## src/rtl/im_arbiter_if.sv

```systemverilog
// Bundle of the two requester ports and the instruction-memory port served by im_arbiter.
// slave = arbiter side, master = requesters plus memory side.
interface im_arbiter_if #(
    parameter int unsigned AW = 32,
    parameter int unsigned DW = 32
);
    logic          req0;
    logic [AW-1:0] addr0;
    logic          gnt0;
    logic          rvalid0;
    logic          rready0;
    logic [DW-1:0] rdata0;

    logic          req1;
    logic [AW-1:0] addr1;
    logic          gnt1;
    logic          rvalid1;
    logic          rready1;
    logic [DW-1:0] rdata1;

    logic          im_ren;
    logic [AW-1:0] im_addr;
    logic [DW-1:0] im_rdata;

    modport slave (
        input  req0, addr0, rready0, req1, addr1, rready1, im_rdata,
        output gnt0, rvalid0, rdata0, gnt1, rvalid1, rdata1, im_ren, im_addr
    );

    modport master (
        output req0, addr0, rready0, req1, addr1, rready1, im_rdata,
        input  gnt0, rvalid0, rdata0, gnt1, rvalid1, rdata1, im_ren, im_addr
    );
endinterface

```

## src/rtl/im_arbiter.sv

```systemverilog
// Two-port arbiter for the synchronous-read instruction memory port (port 0 = fetch, port 1 = debug).
// Define IM_ARB_RR_EN for round-robin collision handling; otherwise port 0 has fixed priority.
module im_arbiter #(
    parameter int unsigned AW        = 32,
    parameter int unsigned DW        = 32,
    parameter int unsigned INIT_WAIT = 2
) (
    input  logic        clk,
    input  logic        reset,
    im_arbiter_if.slave bus
);
    typedef enum logic [1:0] {ST_INIT, ST_IDLE, ST_BUSY} state_t;

    localparam int unsigned CW = (INIT_WAIT > 1) ? $clog2(INIT_WAIT) : 1;
    // INIT lasts exactly INIT_WAIT cycles after reset release, so a grant can land on cycle INIT_WAIT+1
    localparam logic [CW-1:0] CNT_LAST  = CW'((INIT_WAIT > 0) ? (INIT_WAIT - 1) : 0);
    localparam state_t        RST_STATE = (INIT_WAIT == 0) ? ST_IDLE : ST_INIT;

    state_t        state_q, state_d;
    logic          owner_q, owner_d;
    logic          last_q, last_d;
    logic [CW-1:0] cnt_q, cnt_d;

    logic          any_req;
    logic          win;
    logic          accept;
    logic          gnt0_c, gnt1_c, ren_c, rvalid0_c, rvalid1_c;
    logic [AW-1:0] win_addr;
    logic [DW-1:0] rdata_c;

    // State register
    always_ff @(posedge clk) begin
        if (reset) begin
            state_q <= RST_STATE;
            owner_q <= 1'b0;
            last_q  <= 1'b1;
            cnt_q   <= '0;
        end else begin
            state_q <= state_d;
            owner_q <= owner_d;
            last_q  <= last_d;
            cnt_q   <= cnt_d;
        end
    end

    assign any_req = bus.req0 | bus.req1;

`ifdef IM_ARB_RR_EN
    assign win = (bus.req0 && bus.req1) ? ~last_q : bus.req1;
`else
    assign win = bus.req1 & ~bus.req0;
`endif

    // A new read may issue when nothing is outstanding or the owner drains its response now
    assign accept = (state_q == ST_IDLE) ||
                    ((state_q == ST_BUSY) && (owner_q ? bus.rready1 : bus.rready0));

    // Next-state and combinational outputs
    always_comb begin
        state_d   = state_q;
        owner_d   = owner_q;
        last_d    = last_q;
        cnt_d     = cnt_q;
        gnt0_c    = 1'b0;
        gnt1_c    = 1'b0;
        ren_c     = 1'b0;
        rvalid0_c = 1'b0;
        rvalid1_c = 1'b0;
        win_addr  = '0;

        case (state_q)
            ST_INIT: begin
                cnt_d = cnt_q + CW'(1);
                if (cnt_q == CNT_LAST) begin
                    state_d = ST_IDLE;
                end
            end
            default: begin
                if (state_q == ST_BUSY) begin
                    rvalid0_c = ~owner_q;
                    rvalid1_c = owner_q;
                end
                if (accept) begin
                    if (any_req) begin
                        ren_c    = 1'b1;
                        gnt0_c   = ~win;
                        gnt1_c   = win;
                        win_addr = win ? bus.addr1 : bus.addr0;
                        owner_d  = win;
                        last_d   = win;
                        state_d  = ST_BUSY;
                    end else begin
                        state_d  = ST_IDLE;
                    end
                end
            end
        endcase

        // Reset masks every handshake output, including a response still pending
        if (reset) begin
            gnt0_c    = 1'b0;
            gnt1_c    = 1'b0;
            ren_c     = 1'b0;
            rvalid0_c = 1'b0;
            rvalid1_c = 1'b0;
            win_addr  = '0;
        end
    end

    assign rdata_c     = bus.im_rdata;
    assign bus.gnt0    = gnt0_c;
    assign bus.gnt1    = gnt1_c;
    assign bus.rvalid0 = rvalid0_c;
    assign bus.rvalid1 = rvalid1_c;
    assign bus.rdata0  = rdata_c;
    assign bus.rdata1  = rdata_c;
    assign bus.im_ren  = ren_c;
    assign bus.im_addr = win_addr;
endmodule

```

## src/flat_wrapper.sv

```systemverilog
// flat-port wrapper written by rule: the top's interface ports become plain ports
module im_arbiter_flat 
#(
    parameter int unsigned AW        = 32,
    parameter int unsigned DW        = 32,
    parameter int unsigned INIT_WAIT = 2
)
  (clk, reset, bus_req0, bus_addr0, bus_rready0, bus_req1, bus_addr1, bus_rready1, bus_im_rdata, bus_gnt0, bus_rvalid0, bus_rdata0, bus_gnt1, bus_rvalid1, bus_rdata1, bus_im_ren, bus_im_addr);
  im_arbiter_if #(.AW(AW), .DW(DW)) bus_i ();
  input  logic clk;
  input  logic reset;
  input wire logic [$bits(bus_i.req0)-1:0] bus_req0;
  input wire logic [$bits(bus_i.addr0)-1:0] bus_addr0;
  input wire logic [$bits(bus_i.rready0)-1:0] bus_rready0;
  input wire logic [$bits(bus_i.req1)-1:0] bus_req1;
  input wire logic [$bits(bus_i.addr1)-1:0] bus_addr1;
  input wire logic [$bits(bus_i.rready1)-1:0] bus_rready1;
  input wire logic [$bits(bus_i.im_rdata)-1:0] bus_im_rdata;
  output wire logic [$bits(bus_i.gnt0)-1:0] bus_gnt0;
  output wire logic [$bits(bus_i.rvalid0)-1:0] bus_rvalid0;
  output wire logic [$bits(bus_i.rdata0)-1:0] bus_rdata0;
  output wire logic [$bits(bus_i.gnt1)-1:0] bus_gnt1;
  output wire logic [$bits(bus_i.rvalid1)-1:0] bus_rvalid1;
  output wire logic [$bits(bus_i.rdata1)-1:0] bus_rdata1;
  output wire logic [$bits(bus_i.im_ren)-1:0] bus_im_ren;
  output wire logic [$bits(bus_i.im_addr)-1:0] bus_im_addr;
  assign bus_i.req0 = bus_req0;
  assign bus_i.addr0 = bus_addr0;
  assign bus_i.rready0 = bus_rready0;
  assign bus_i.req1 = bus_req1;
  assign bus_i.addr1 = bus_addr1;
  assign bus_i.rready1 = bus_rready1;
  assign bus_i.im_rdata = bus_im_rdata;
  assign bus_gnt0 = bus_i.gnt0;
  assign bus_rvalid0 = bus_i.rvalid0;
  assign bus_rdata0 = bus_i.rdata0;
  assign bus_gnt1 = bus_i.gnt1;
  assign bus_rvalid1 = bus_i.rvalid1;
  assign bus_rdata1 = bus_i.rdata1;
  assign bus_im_ren = bus_i.im_ren;
  assign bus_im_addr = bus_i.im_addr;
  im_arbiter #(.AW(AW), .DW(DW), .INIT_WAIT(INIT_WAIT)) u_core (.clk(clk), .reset(reset), .bus(bus_i));
endmodule
```

## config.mk

```make
export PLATFORM = sky130hd
export DESIGN_NAME = im_arbiter_flat
export DESIGN_NICKNAME = d
export VERILOG_FILES = /design/src/rtl/im_arbiter_if.sv /design/src/rtl/im_arbiter.sv /design/src/flat_wrapper.sv
export SDC_FILE = /design/constraint.sdc
export NUM_CORES = 1
export LEC_CHECK = 0
export BUFFER_PORTS_ARGS = -buffer_cell sky130_fd_sc_hd__buf_4
export CORE_AREA = 3 3 77 79
export CTS_CLUSTER_DIAMETER = 120
export DETAILED_ROUTE_END_ITERATION = 8
export DIE_AREA = 0 0 80 82
export GPL_TIMING_DRIVEN = 1
export PLACE_DENSITY = 0.68
export SYNTH_ARGS = -nofsm -noshare
export SYNTH_HDL_FRONTEND = slang
export SYNTH_SLANG_ARGS = --single-unit
export TNS_END_PERCENT = 100
```

## constraint.sdc

```tcl
create_clock -name clk -period 1.8 [get_ports clk]
set_clock_uncertainty 0.1 [all_clocks]
set_input_delay 0.09 -clock clk [delete_from_list [all_inputs] [get_ports clk]]
set_output_delay 0.09 -clock clk [all_outputs]
set_load 0.01 [all_outputs]
```

Word-level counts from Yosys, hierarchy flattened. Cells that the tools add are included.

Register bits: 4. Input port bits: 102. Output and inout port bits: 101. Word-level logic and storage cells: 47.

Add/sub/neg operators: 1. Equality and inequality tests: 3. Multiplexer cells: 28. Bitwise gates (word level): 6. Reductions and logical operators: 6.

Operator list (number): two-way mux 32 bit (5); two-way mux 1 bit (19); two-way mux 2 bit (4); inverter 1 bit (4); AND reduction 3 bit (1); == test 2 x 1 -> 1 bit, second input constant (1); == test 2 bit, second input constant (1); zero test 2 bit (1); inequality test 2 x 1 -> 1 bit, second input constant (1); AND reduction 2 bit (1); nonzero test 2 bit (1); adder 1 bit, second input constant (1); bitwise AND 1 bit (1); logical AND 1 bit (1); logical OR 1 bit (1); OR 1 bit (1).

Logic depth before layout (Yosys ltp).
Depth after elaboration: 7. Depth in mapped cells: 5. Mapped depth without buffers: 3.

Worst setup path after synthesis. No wires, ideal clock.

Path kind: reg-to-output. From: register u_core.owner_q. To: output port bus_im_addr[22]. Data arrival time: 1.160 ns. Setup slack: 0.450 ns. Cell stages (with the launch flop): 5. Buffers on the path: 1. Cells stage by stage: dfxtp_1 > mux2_4 > a2bb2oi_4 > buf_6 > nor2_1.

Word-level cells in the longest chain between the ends: 6.

RTL lines: start: declaration (RTL line im_arbiter.sv:20) `logic owner_q, owner_d;`; start signal: assignment (RTL line im_arbiter.sv:40) `owner_q <= owner_d;`; two-way mux 1 bit (RTL line im_arbiter.sv:56) `((state_q == ST_BUSY) && (owner_q ? bus.rready1 : bus.rready0));`; logical AND 1 bit (RTL line im_arbiter.sv:56); logical OR 1 bit (RTL line im_arbiter.sv:55) `assign accept = (state_q == ST_IDLE) ||`; two-way mux 32 bit (RTL line im_arbiter.sv:83) `if (accept) begin`; two-way mux 32 bit (RTL line im_arbiter.sv:71) `case (state_q)`; two-way mux 32 bit (RTL line im_arbiter.sv:100) `if (reset) begin`; end: declaration (RTL line flat_wrapper.sv:26) `output wire logic [$bits(bus_i.im_addr)-1:0] bus_im_addr;`.

Every way passes these cells.

Worst setup path after layout.
From: register u_core.owner_q. To: output port bus_gnt1.

Word-level cells in the longest chain between the ends: 6.

RTL lines: two-way mux 1 bit (RTL line im_arbiter.sv:56); logical AND 1 bit (RTL line im_arbiter.sv:56); logical OR 1 bit (RTL line im_arbiter.sv:55); two-way mux 1 bit (RTL line im_arbiter.sv:83); two-way mux 1 bit (RTL line im_arbiter.sv:71); two-way mux 1 bit (RTL line im_arbiter.sv:100); end: declaration (RTL line flat_wrapper.sv:22) `output wire logic [$bits(bus_i.gnt1)-1:0] bus_gnt1;`.

Every way passes these cells.

==> impl_results.md <==
- Outcome: completed
- EDFF count, synth: 0
- Antenna violations before repair: 0
- Total CTS buffers: 3
- # fillers: 612
- Pre-CTS WS: 0.235 ns
- Initial core utilization: 22.3%
- Seq/Total Area, Yosys: 6.65%
- Worst setup path start: u_core.owner_q$_SDFFE_PP0P_
- Largest net degree at the start of global routing: 40
- Yosys warns: 0
- IO Pins: 203
- Syn_area_per_cell: 6.92 sq um
- Routed WL per cell: 13.6 microns
- Remaining global-route overflow: 0
- Post-synthesis cell count: 174
- Root Driver: clkbuf_8
- FF+latch area: 81.3 sq um
- Antenna viol nets, final: 0
- CP arrival: 1.50 ns
- Total of max-cap violations: 0
- GP Congestion: 0.880
- Fin. max-slew vios: 0
- Pwr dens: 552 nW/um^2
- Die ar.: 6560 sq um
- Total track usage: 10.3%
- CTS max path bufs: 2
- Most numerous cell in the Yosys netlist: buf_4
- Fmax: 592 MHz
- FF+latch count, synth: 4
- Worst VDD drop: 0.206 mV
- Hpwl dp: 3080 microns
- Crit path time final: 1.69 ns
- Worst Tran Pin Value: 0.424 ns
- Iter 0 DRT Violations: 42
- Clock sink total: 4
- Commonest cells post-synth: buf_4, nor2_1, a22oi_1
- CTS tree: built
- Die Width: 80 microns
- Crit share post-route: 93.8%
- CORE AREA: 5410 sq um
- Crit path required time: 1.61 ns
- H-tree Lvls: 1
- Total routed wirelength: 3850 microns
- Hold Path Depth: 2
- Area of the multi-input gates: 553 sq um
- Post-layout net count: 315
- Setup violators final: 0
- Kind of critical path: flip-flop to primary output
- Mapped Area: 1200 sq um
- Final count of hold timing violations: 0
- Share of cells above drive strength 1: 55.9%
- # hold bufs at CTS: 0
- Placed Area: 1560 sq um
- Row count: 27
- Synth cell types: 23
- Area growth syn-to-layout: 34.1%
- CP Max Fanout: 22
- Final instance area: 1610 sq um
- Pre-antenna DRT Iters: 4
- Die H: 82 microns
- IO buf count: 106
- Total power: 0.890 mW
- Clock-pin transition on the worst setup and hold timing paths: 0.03 ns
- Yosys top cell area share: 41.8%
- Min-delay worst type: input port to flip-flop
- Syn Nets: 276
- RSZ-0062 raised after global routing: no
- Top_reg_cell synth: dfxtp_1
- Worst-skew pair later-pin latency: 0.22 ns
- Via/cell ratio: 4.53
- Hold path start: reset
- Inserted Diodes: 0
- FF-to-FF path depth: 3
- # DRC: 0
- Vias in the first global route: 1154
- Leak: 0.781 nW
- Slew headroom: 71.7%
- Critical path launch point type: flip-flop
- Area leader, netlist: buf_4
- Final setup margin: 0.112 ns
- Critical Path End Type: primary output
- Async set or reset register ratio after synthesis: 0%
- First-pass GRT wire length: 5450 microns
- R2R Path Start: u_core.state_q[1]$_SDFFE_PP0P_
- Dominant cells by area after synthesis: buf_4, a22oi_1, nor2_1
- WHS: 0.0209 ns
- Via count: 1283
- Setup TNS: 0 ns
-- routing by layer --
metal	part of all wire (%)	up-vias	wire length (microns)	global-route usage, %
li1	-	607	-	-
met1	33	563	1260	10.9
met2	49	86	1900	17.5
met3	13	27	515	3.07
met4	4.5	0	175	7.60
met5	0	-	0	0
-- repair_timing --
action,CTS,global route
endpoints found under the hold margin,0,0
resized for setup,0,4
buffers inserted,0,0
endpoints found under the setup margin,0,22
-- through the flow --
step	utilization [%]	cells
CTS	29.6	283
detailed placement	28.9	280
finish	29.9	283
floorplan	-	174
global route	29.9	283
global placement	28.9	280
-- kinds of logic after synthesis --
logic type	after synthesis	share of synthesized area (%)
AO/OA/AOI/OAI	38	25.1
XOR/XNOR	1	0.728
buffers and inverters	79	47.6
flip-flops	4	6.65
multiplexers	2	2.08
AND/OR/NAND/NOR	50	17.9
-- state kept, by name, summed over array words and instances, names as in the netlist --
| register | cells |
|---|---|
| u_core.state_q | 2 |
| u_core.cnt_q | 1 |
| u_core.owner_q | 1 |
-- where the power goes --
group / internal [mW] / switching (mW) / leakage (nW) / total, mW
logic: 0.306 / 0.249 / 0.726 / 0.556
clock network: 0.142 / 0.0432 / 0.0216 / 0.185
registers: 0.119 / 0.0304 / 0.0333 / 0.149
total: 0.567 / 0.323 / 0.781 / 0.890
-- critical path: stages (launching register included) --
cell and delay (ns):
dfxtp_2 0.36, mux2_4 0.33, a2bb2oi_4 0.18, buf_8 0.20, nor3_1 0.06, buf_4 0.16
-- worst paths after layout --
kind / endpoint / slack [ns]
max: bus_gnt1 / 0.11
min: u_core.cnt_q$_SDFFE_PP0P_ / 0.02
max reg2reg: u_core.owner_q$_SDFFE_PP0P_ / 0.49
min reg2reg: u_core.state_q[0]$_SDFFE_PP0P_ / 0.38
-- cell usage in the layout, fill, tap and decap left out, drive strengths merged, types with 2 or more instances in the layout --
master and n:
buf 110, nor2 37, a22oi 32, nor3 4, dfxtp 4, inv 3, clkbuf 3, nand2b 2
nor4 2, nand2 2, o21ai 2
-- final cells by class --
cell class                 instances  share of cell area [%]
timing repair buffer             110                    51.9
inverter                           3                   0.698
multi-input combinational         91                    34.3
clock buffer                       3                    2.56
tap                               72                    5.58
sequential                         4                    5.04
(Power assumes the default switching activity.)
